<file path="src/rtl/riscv_pkg.sv">
// Shared RISC-V core definitions: control-flow opcodes and redirect source encoding.
package riscv_pkg;

  // Major opcodes (inst[6:0]) that can change control flow.
  localparam logic [6:0] OPC_BRANCH = 7'b1100011;
  localparam logic [6:0] OPC_JAL    = 7'b1101111;
  localparam logic [6:0] OPC_JALR   = 7'b1100111;

  // Which source won the next-PC selection this cycle.
  typedef enum logic [2:0] {
    SRC_SEQ  = 3'd0,
    SRC_BR   = 3'd1,
    SRC_JAL  = 3'd2,
    SRC_JALR = 3'd3,
    SRC_TRAP = 3'd4
  } redir_src_e;

  // Bit 1 set means the target is not on a 4-byte boundary.
  function automatic logic tgt_misaligned(input logic [1:0] low_bits);
    return low_bits[1];
  endfunction

endpackage

</file>
<file path="src/rtl/pc_redirect_arb.sv">
// Combinational priority select of the redirect request:
// trap > JALR > JAL > taken branch > sequential.
module pc_redirect_arb
  import riscv_pkg::*;
#(
  parameter int XLEN = 32
) (
  input  logic [31:0]     inst,
  input  logic            br_taken,
  input  logic [XLEN-1:0] br_target,
  input  logic [XLEN-1:0] jalr_target,
  input  logic            trap_valid,
  input  logic [XLEN-1:0] trap_vec,
  output logic            req_valid,
  output redir_src_e      req_src,
  output logic [XLEN-1:0] req_tgt,
  output logic            req_misaligned
);

  logic [6:0] opcode;
  logic       is_branch;
  logic       is_jal;
  logic       is_jalr;

  assign opcode = inst[6:0];

  // Case-equality decode: an X or Z opcode matches nothing and falls to sequential.
  always_comb begin
    is_branch = (opcode === OPC_BRANCH);
    is_jal    = (opcode === OPC_JAL);
    is_jalr   = (opcode === OPC_JALR);
  end

  // Priority selection; trap targets are never alignment-checked.
  always_comb begin
    req_valid      = 1'b0;
    req_src        = SRC_SEQ;
    req_tgt        = '0;
    req_misaligned = 1'b0;
    if (trap_valid) begin
      req_valid = 1'b1;
      req_src   = SRC_TRAP;
      req_tgt   = trap_vec;
    end else if (is_jalr) begin
      req_valid      = 1'b1;
      req_src        = SRC_JALR;
      req_tgt        = {jalr_target[XLEN-1:1], 1'b0};
      req_misaligned = tgt_misaligned(req_tgt[1:0]);
    end else if (is_jal) begin
      req_valid      = 1'b1;
      req_src        = SRC_JAL;
      req_tgt        = br_target;
      req_misaligned = tgt_misaligned(req_tgt[1:0]);
    end else if (is_branch && (br_taken === 1'b1)) begin
      req_valid      = 1'b1;
      req_src        = SRC_BR;
      req_tgt        = br_target;
      req_misaligned = tgt_misaligned(req_tgt[1:0]);
    end
  end

endmodule

</file>
<file path="src/rtl/pc_next_sel.sv">
// Next-PC unit: owns the architectural PC, holds redirects across stalls,
// and emits a one-cycle flush when a redirect lands on the fetch PC.
// Handshake: stall is a hold request; a redirect seen while stalled is
// parked (redirect_pending=1) and applied on the first cycle stall is low.
module pc_next_sel
  import riscv_pkg::*;
#(
  parameter int              XLEN      = 32,
  parameter logic [XLEN-1:0] RESET_VEC = '0,
  parameter int              INC       = 4
) (
  input  logic            clk,
  input  logic            rst_n,
  input  logic [31:0]     inst,
  input  logic            br_taken,
  input  logic [XLEN-1:0] br_target,
  input  logic [XLEN-1:0] jalr_target,
  input  logic            trap_valid,
  input  logic [XLEN-1:0] trap_vec,
  input  logic            stall,
  output logic [XLEN-1:0] pc,
  output logic            flush,
  output logic            redirect_pending,
  output logic            addr_misaligned
);

  logic            req_valid;
  redir_src_e      req_src;
  logic [XLEN-1:0] req_tgt;
  logic            req_misaligned;
  logic            req_ok;
  logic            req_is_trap;

  logic [XLEN-1:0] pc_q, pc_d;
  logic            flush_q, flush_d;
  logic            mis_q, mis_d;
  logic            pend_valid_q, pend_valid_d;
  logic [XLEN-1:0] pend_tgt_q, pend_tgt_d;
  logic            pend_is_trap_q, pend_is_trap_d;

  pc_redirect_arb #(.XLEN(XLEN)) u_arb (
    .inst           (inst),
    .br_taken       (br_taken),
    .br_target      (br_target),
    .jalr_target    (jalr_target),
    .trap_valid     (trap_valid),
    .trap_vec       (trap_vec),
    .req_valid      (req_valid),
    .req_src        (req_src),
    .req_tgt        (req_tgt),
    .req_misaligned (req_misaligned)
  );

  // A misaligned target is reported but never taken or parked.
  assign req_ok      = req_valid && !req_misaligned;
  assign req_is_trap = (req_src == SRC_TRAP);

  // Next-state for PC, pending redirect and the two status pulses.
  always_comb begin
    pc_d           = pc_q;
    flush_d        = 1'b0;
    mis_d          = 1'b0;
    pend_valid_d   = pend_valid_q;
    pend_tgt_d     = pend_tgt_q;
    pend_is_trap_d = pend_is_trap_q;
    if (stall) begin
      // PC frozen; park the first request, but a trap always replaces
      // a parked non-trap or older trap target.
      mis_d = req_misaligned;
      if (req_ok && (!pend_valid_q || req_is_trap)) begin
        pend_valid_d   = 1'b1;
        pend_tgt_d     = req_tgt;
        pend_is_trap_d = req_is_trap;
      end
    end else if (pend_valid_q) begin
      // Release: the flush squashes any new non-trap request; a new trap wins.
      pc_d           = req_is_trap ? req_tgt : pend_tgt_q;
      flush_d        = 1'b1;
      pend_valid_d   = 1'b0;
      pend_is_trap_d = 1'b0;
    end else if (req_ok) begin
      pc_d    = req_tgt;
      flush_d = 1'b1;
    end else begin
      pc_d  = pc_q + XLEN'(INC);
      mis_d = req_misaligned;
    end
  end

  // State registers with synchronous active-low reset; reset drops any parked redirect.
  always_ff @(posedge clk) begin
    if (!rst_n) begin
      pc_q           <= RESET_VEC;
      flush_q        <= 1'b0;
      mis_q          <= 1'b0;
      pend_valid_q   <= 1'b0;
      pend_tgt_q     <= '0;
      pend_is_trap_q <= 1'b0;
    end else begin
      pc_q           <= pc_d;
      flush_q        <= flush_d;
      mis_q          <= mis_d;
      pend_valid_q   <= pend_valid_d;
      pend_tgt_q     <= pend_tgt_d;
      pend_is_trap_q <= pend_is_trap_d;
    end
  end

  assign pc               = pc_q;
  assign flush            = flush_q;
  assign redirect_pending = pend_valid_q;
  assign addr_misaligned  = mis_q;

endmodule

</file>
<file path="config.mk">
export PLATFORM = sky130hd
export DESIGN_NAME = pc_next_sel
export DESIGN_NICKNAME = d
export VERILOG_FILES = /design/src/rtl/riscv_pkg.sv /design/src/rtl/pc_redirect_arb.sv /design/src/rtl/pc_next_sel.sv
export SDC_FILE = /design/constraint.sdc
export NUM_CORES = 1
export LEC_CHECK = 0
export ABC_AREA = 0
export CAP_MARGIN = 0
export CORE_MARGIN = 4
export CORE_UTILIZATION = 46
export DETAILED_ROUTE_END_ITERATION = 10
export MAX_ROUTING_LAYER = met4
export PLACE_DENSITY = 0.82
export SYNTH_ARGS = -nofsm -noshare
export SYNTH_HDL_FRONTEND = slang
export SYNTH_SLANG_ARGS = --single-unit
</file>
<file path="constraint.sdc">
create_clock -name clk -period 2.9 [get_ports clk]
set_clock_uncertainty 0.15 [all_clocks]
set_input_delay 0.725 -clock clk [delete_from_list [all_inputs] [get_ports clk]]
set_output_delay 0.725 -clock clk [all_outputs]
set_load 0.01 [all_outputs]
</file>
==> results of run 1 <==
## sequential cells by signal (all words and copies together), names as in the netlist
name and flops:
flush 1, pc 32, redirect_pending 1, addr_misaligned 1, pend_tgt_q 32
## layout make-up
class / instances / area (µm²)
fillers: 806 / 3080
multi-input cells: 481 / 3070
repair buffers: 204 / 1970
flip-flops and latches: 67 / 1340
well taps: 133 / 166
clock buffers: 12 / 145
inverters: 21 / 78.8
clock inverters: 3 / 15.0
## metal layers
metal / GRT usage / up-vias / routed length [µm]
met2: 0.465 / 294 / 7890
met3: 0.0456 / 22 / 1520
met4: 0.0667 / 0 / 233
met5: - / - / 0
met1: 0.380 / 2547 / 7290
li1: - / 2660 / -
## power breakdown
group,internal [µW],leakage [µW],total [µW],switching [µW]
combinational,377,0.00192,706,329
sequential,976,0.000549,1040,62.4
clock,326,0.0000860,681,355
## worst paths after layout
kind / slack [ns] / cells after the start / endpoint / from
worst max register to register: 0.48 / 7 / pc[30]$_SDFFE_PN0N_ / pc[2]$_SDFFE_PN0N_
worst min register to register: 0.31 / 2 / pend_tgt_q[23]$_SDFFE_PN0P_ / pend_tgt_q[23]$_SDFFE_PN0P_
worst max-delay path: 0.14 / 9 / pend_tgt_q[0]$_SDFFE_PN0P_ / inst[3]
worst min-delay path: 0.31 / 2 / pend_tgt_q[23]$_SDFFE_PN0P_ / pend_tgt_q[23]$_SDFFE_PN0P_
## cells by family after synthesis
logic type	count (synthesis)	synth area share
compound gates	230	0.349
xor+xnor	13	0.0242
fa+ha+maj	1	0.00266
simple gates	219	0.236
mux	18	0.0388
flops	67	0.285
buf+inv	71	0.0633
## critical path, delay by kind of cell
kind | cells | cell delay, ns
AO/OA/AOI/OAI | 3 | 0.83
buffers and inverters | 4 | 1.00
AND/OR/NAND/NOR | 2 | 0.26
## stage by stage
| step | hold slack [ns] | total power, µW | instances |
|---|---|---|---|
| final | 0.311 | 2430 | 921 |
| after floorplan | 0.285 | 1370 | 619 |
| after CTS | 0.312 | 2420 | 921 |
| after global placement | 0.293 | 1730 | 906 |
| after global routing | 0.334 | 2520 | 921 |
| after detailed placement | 0.302 | 1750 | 906 |
## synth_stat cells, types with 5 or more instances
| cell | count | area share |
|---|---|---|
| nand2_1 | 91 | 0.073 |
| dfxtp_1 | 67 | 0.29 |
| o21ai_0 | 43 | 0.046 |
| a21oi_1 | 41 | 0.044 |
| nand3_1 | 34 | 0.036 |
| nor2_1 | 33 | 0.026 |
| clkbuf_1 | 25 | 0.020 |
| inv_1 | 20 | 0.016 |
| buf_2 | 19 | 0.020 |
| mux2i_1 | 16 | 0.034 |
| a22oi_1 | 15 | 0.024 |
| a211oi_1 | 11 | 0.018 |
| a22o_1 | 11 | 0.020 |
| o211ai_1 | 11 | 0.018 |
| nand3b_1 | 9 | 0.014 |
| a31oi_1 | 8 | 0.011 |
| o31ai_1 | 8 | 0.013 |
| xor2_1 | 8 | 0.015 |
| a21o_1 | 7 | 0.011 |
| a2bb2oi_1 | 7 | 0.013 |
| and2_1 | 7 | 0.0093 |
| nand4_1 | 7 | 0.0093 |
| o311ai_0 | 7 | 0.013 |
| a222oi_1 | 6 | 0.013 |
| a221o_1 | 5 | 0.011 |
| a311oi_1 | 5 | 0.0093 |
| and3_1 | 5 | 0.0067 |
| o211a_1 | 5 | 0.011 |
| o21ai_1 | 5 | 0.0053 |
| xnor2_1 | 5 | 0.0093 |
==> flow_metrics.py, run 1 <==
metrics = {
    "run_status": {
        "status": "completed",
    },
    "logic_synthesis": {
        "yosysSeqAreaShare": 0.285,
        "yosysWarnings": 0,
        "async_flop_share": 0,
        "yosys_most_used_dff": "dfxtp_1",
        "synth_seq_cells": 67,
        "syn_nets": 753,
        "avgSynthCellArea_um2": 7.60,
        "netlist_area_mm2": 0.00470,
        "syn_inst": 619,
        "ys_types": 70,
        "synth_edf_count": 0,
    },
    "placement": {
        "post-place-ws_ns": -0.159,
        "gp_congestion": 0.899,
        "dpl_cell_area_mm2": 0.00662,
        "port_buffers": 141,
        "hpwl_um": 12800,
    },
    "detailed_routing": {
        "first_iter_violations": 534,
        "drcViolationCount": 0,
        "route.vias.total": 5523,
        "viasPerCell": 6.00,
        "wl_um": 16900,
        "ant_nets": 0,
        "firstDrtPassIters": 5,
        "wl_per_cell_um": 18.4,
    },
    "sta": {
        "setup_tns_ns": 0,
        "worst_slack_ns": 0.142,
        "hold_violations": 0,
        "period_share": 0.951,
        "slew_viol_final": 0,
        "relSlewSlack": 0.535,
        "fmax_mhz": 363,
        "finalCriticalPeriod_ns": 2.76,
        "setup_violations": 0,
        "grt_setup_unrepaired": "no",
        "worst_slew_pin_slew_ns": 0.691,
    },
    "worst_setup_path": {
        "worstPathMaxFanout": 32,
        "path_cells": "clkdlybuf4s50_1 -> buf_4 -> buf_12 -> a211oi_4 -> a31oi_2 -> nor2_4 -> buf_12 -> nor2_1 -> a311oi_1",
        "crit_top_cell": "buf_12",
        "critPathKind": "in -> reg",
        "cp_slowest_cell": "clkdlybuf4s50_1",
        "end_kind": "flop",
        "critPathMaxStageDelay_ns": 0.48,
        "arrival_ns": 2.84,
        "required_ns": 2.98,
        "start_kind": "input pin",
    },
    "clock_tree": {
        "clock_latency_ns": 0.34,
        "path_clk_slew_ns": 0.07,
        "cts.sinks": 67,
        "cts_made_buffers": 9,
        "hold_buffers": 0,
        "clock_path_buffers": 2,
        "cts-resized-gates": 0,
        "htree_levels": 3,
        "clockRootBuffer": "clkbuf_8",
        "cts_tree": "done",
        "post_cts_buffers": 0,
    },
    "job": {
        "drv_cap": 0,
    },
    "die": {
        "design.core.area_mm2": 0.00986,
        "die-area_mm2": 0.0119,
        "die_h_um": 109,
        "die_w_um": 109,
        "initial_utilization": 0.477,
        "rows": 36,
        "boundaryPins": 168,
    },
    "pwr": {
        "vdd_drop_max_v": 0.000192,
        "power.leakage_uw": 0.00256,
        "p_per_area_mw_per_mm2": 358,
    },
    "finish": {
        "mostFrequentLayoutCell": "clkdlybuf4s50_1",
        "finalInstanceArea_mm2": 0.00678,
        "fin_util": 0.687,
        "final_cell_mix": "clkdlybuf4s50_1, nand2_1, dfxtp_1",
        "area.growth.synth_to_final_pct": 44.2,
        "drive_above_1_share": 0.124,
        "diodes": 0,
        "final_nets": 918,
    },
    "global_route": {
        "grt_pass1_vias": 5300,
        "grtUsageTotal": 0.288,
        "grt_max_degree": 38,
        "antenna_found_initial": 0,
        "grt_first_pass_wirelength_um": 26400,
        "grt_overflow": 0,
    },
    "min_path": {
        "hold_path.class": "reg -> reg",
    },
}
Power figures use the tool's default switching activity.
==> inputs of run 2 (changes only) <==
CAP_MARGIN = 20   (was 0)
SLEW_MARGIN = 20   (was unset)
==> results of run 2 <==
Final layout, timing and power as in run 1 (identical DEF).
==> inputs of run 3 (changes only) <==
--- a/config.mk
+++ b/config.mk
@@ -11,4 +11,5 @@
 export CORE_UTILIZATION = 46
 export DETAILED_ROUTE_END_ITERATION = 10
+export GPL_ROUTABILITY_DRIVEN = 0
 export MAX_ROUTING_LAYER = met4
 export PLACE_DENSITY = 0.82
==> constraint.sdc (replaced) <==
create_clock -name clk -period 3 [get_ports clk]
set_clock_uncertainty 0.15 [all_clocks]
set_input_delay 0.75 -clock clk [delete_from_list [all_inputs] [get_ports clk]]
set_output_delay 0.75 -clock clk [all_outputs]
set_load 0.005 [all_outputs]
==> run 3 against run 2 <==
  * Global-route usage is 0.37 points lower
  * First-iteration DRC count is 12% higher
  * Count of clock-buffer cells in the layout is 2 higher
  * Sequential power is 4% lower
  * Die area stayed put
  * Critical endpoint is now pc[14]$_SDFFE_PN0N_
  * Sequential cell count stayed put
  * Combinational power is 6.1% lower
  * Clock power is 4.0% higher
  * Non-clock buffer count is 5 lower
==> flow_metrics.py, run 3 (synthesis results as in run 1) <==
metrics = {
    "run_status": {
        "status": "completed",
    },
    "worst_setup_path": {
        "cp_slowest_cell": "clkdlybuf4s50_1",
        "path_cells": "clkdlybuf4s50_1 -> buf_4 -> o311ai_0 -> buf_4 -> a22o_1 -> o31ai_1 -> buf_4 -> o21ai_0 -> o2bb2ai_1",
        "end_kind": "flop",
        "critPathMaxStageDelay_ns": 0.54,
        "arrival_ns": 2.88,
        "timing.rr.end": "pc[30]$_SDFFE_PN0N_",
        "worstPathMaxFanout": 22,
        "r2r_slack_ns": 0.63,
        "crit_top_cell": "buf_4",
        "critPathKind": "in -> reg",
        "r2r-start": "pc[2]$_SDFFE_PN0N_",
        "required_ns": 3.09,
        "start_kind": "input pin",
        "r2r_cells": 7,
    },
    "global_route": {
        "grt_pass1_vias": 5329,
        "gr-usage-met1": 0.382,
        "grt_max_degree": 50,
        "grt_overflow": 0,
        "grt_first_pass_wirelength_um": 26300,
        "antenna_found_initial": 0,
        "globalRouteMet3Util": 0.0414,
        "gr-max-usage-layer": "met2",
        "grtUsageTotal": 0.285,
        "gr-usage-met2": 0.442,
    },
    "sta": {
        "hold_violations": 0,
        "finalCriticalPeriod_ns": 2.79,
        "grt_setup_unrepaired": "no",
        "period_share": 0.932,
        "worst_slew_pin_slew_ns": 0.640,
        "worst_slack_ns": 0.205,
        "fin_hold_ws_ns": 0.322,
        "setup_violations": 0,
        "relSlewSlack": 0.569,
        "slew_viol_final": 0,
        "fmax_mhz": 358,
    },
    "min_path": {
        "hold_end": "pend_tgt_q[20]$_SDFFE_PN0P_",
        "min_path_cells": 2,
        "hold_path.class": "reg -> reg",
        "min-delay-start": "pend_tgt_q[20]$_SDFFE_PN0P_",
    },
    "pwr": {
        "switchingPower_uw": 709,
        "vdd_drop_max_v": 0.000196,
        "swShare": 0.299,
        "pwr-share-comb": 0.279,
        "power.leakage_uw": 0.00253,
        "clkPwrFrac": 0.298,
        "p_per_area_mw_per_mm2": 352,
        "p_int_uw": 1670,
        "seqPwrFrac": 0.423,
    },
    "clock_tree": {
        "cts-resized-gates": 0,
        "path_clk_slew_ns": 0.07,
        "hold_buffers": 0,
        "cts_made_buffers": 9,
        "clock_path_buffers": 2,
        "clockRootBuffer": "clkbuf_8",
        "clock_latency_ns": 0.35,
        "cts_tree": "done",
        "cts.sinks": 67,
        "post_cts_buffers": 0,
        "htree_levels": 3,
    },
    "detailed_routing": {
        "drcViolationCount": 0,
        "viasPerCell": 6.17,
        "route.vias.total": 5651,
        "wl_um": 16800,
        "wl_per_cell_um": 18.3,
        "ant_nets": 0,
        "first_iter_violations": 599,
        "firstDrtPassIters": 6,
    },
    "placement": {
        "dp.cells": 901,
        "hpwl_um": 12700,
        "post-place-ws_ns": -0.114,
        "port_buffers": 141,
    },
    "finish": {
        "layout.cells.non_filler": 916,
        "drive_above_1_share": 0.119,
        "final_cell_mix": "clkdlybuf4s50_1, nand2_1, dfxtp_1",
        "area.growth.synth_to_final_pct": 43.6,
        "mostFrequentLayoutCell": "clkdlybuf4s50_1",
        "final_nets": 913,
        "diodes": 0,
    },
    "die": {
        "die_w_um": 109,
        "boundaryPins": 168,
        "die-area_mm2": 0.0119,
        "rows": 36,
        "design.core.area_mm2": 0.00986,
        "initial_utilization": 0.477,
        "die_h_um": 109,
    },
    "job": {
        "drv_cap": 0,
    },
}
[run 3: changes by cell type in the layout (fill, tap and decap cells not counted), sizes merged]
cell      previous run  this run
clkinv               4         1
clkbuf              12        14
clkinvlp             0         1
buf                 64        59
[run 3: metal layers]
metal	routed length, µm	vias to the layer above
li1	-	2646
met1	6880	2610
met2	7780	358
met3	1760	37
met4	354	0
met5	0	-
[run 3: stage by stage]
stage / utilization / power (µW) / TNS, ns / instance area (µm²)
after floorplan: - / 1310 / 0 / 4700
after global placement: 0.666 / 1650 / -0.0700 / 6570
after detailed placement: 0.666 / 1670 / -0.542 / 6570
after CTS: 0.684 / 2360 / 0 / 6750
after global routing: 0.684 / 2470 / 0 / 6750
final: 0.684 / 2380 / 0 / 6750
[run 3: how the worst max path moves through the flow]
stage          slack, ns      from                  end
2_1_floorplan       0.60   inst[2]  pc[30]$_SDFFE_PN0N_
3_3_place_gp       -0.07   inst[2]  pc[14]$_SDFFE_PN0N_
3_5_place_dp       -0.11   inst[2]  pc[14]$_SDFFE_PN0N_
4_1_cts             0.25   inst[2]  pc[14]$_SDFFE_PN0N_
5_1_grt             0.11  br_taken  pc[14]$_SDFFE_PN0N_
6_report            0.21   inst[2]  pc[14]$_SDFFE_PN0N_
[run 3: cell type report]
cell class | count | area (µm²)
clock buffer | 14 | 173
clock inverter | 1 | 7.51
fill | 749 | 3110
inverter | 21 | 78.8
multi-input combinational | 481 | 3070
sequential | 67 | 1340
tap | 133 | 166
timing repair buffer | 199 | 1920
[run 3: power by group through the flow]
stage	Combinational [µW]	Sequential, µW	Clock [µW]
after CTS	655	1000	708
after global routing	711	1010	751
after floorplan	301	1010	0
after global placement	633	1020	0
after detailed placement	652	1020	0
final	663	1000	708
[run 3: worst max-delay path, delay by kind of cell]
kind / cells / cell delay [ns]
buf+inv: 4 / 1.17
compound gates: 5 / 0.95
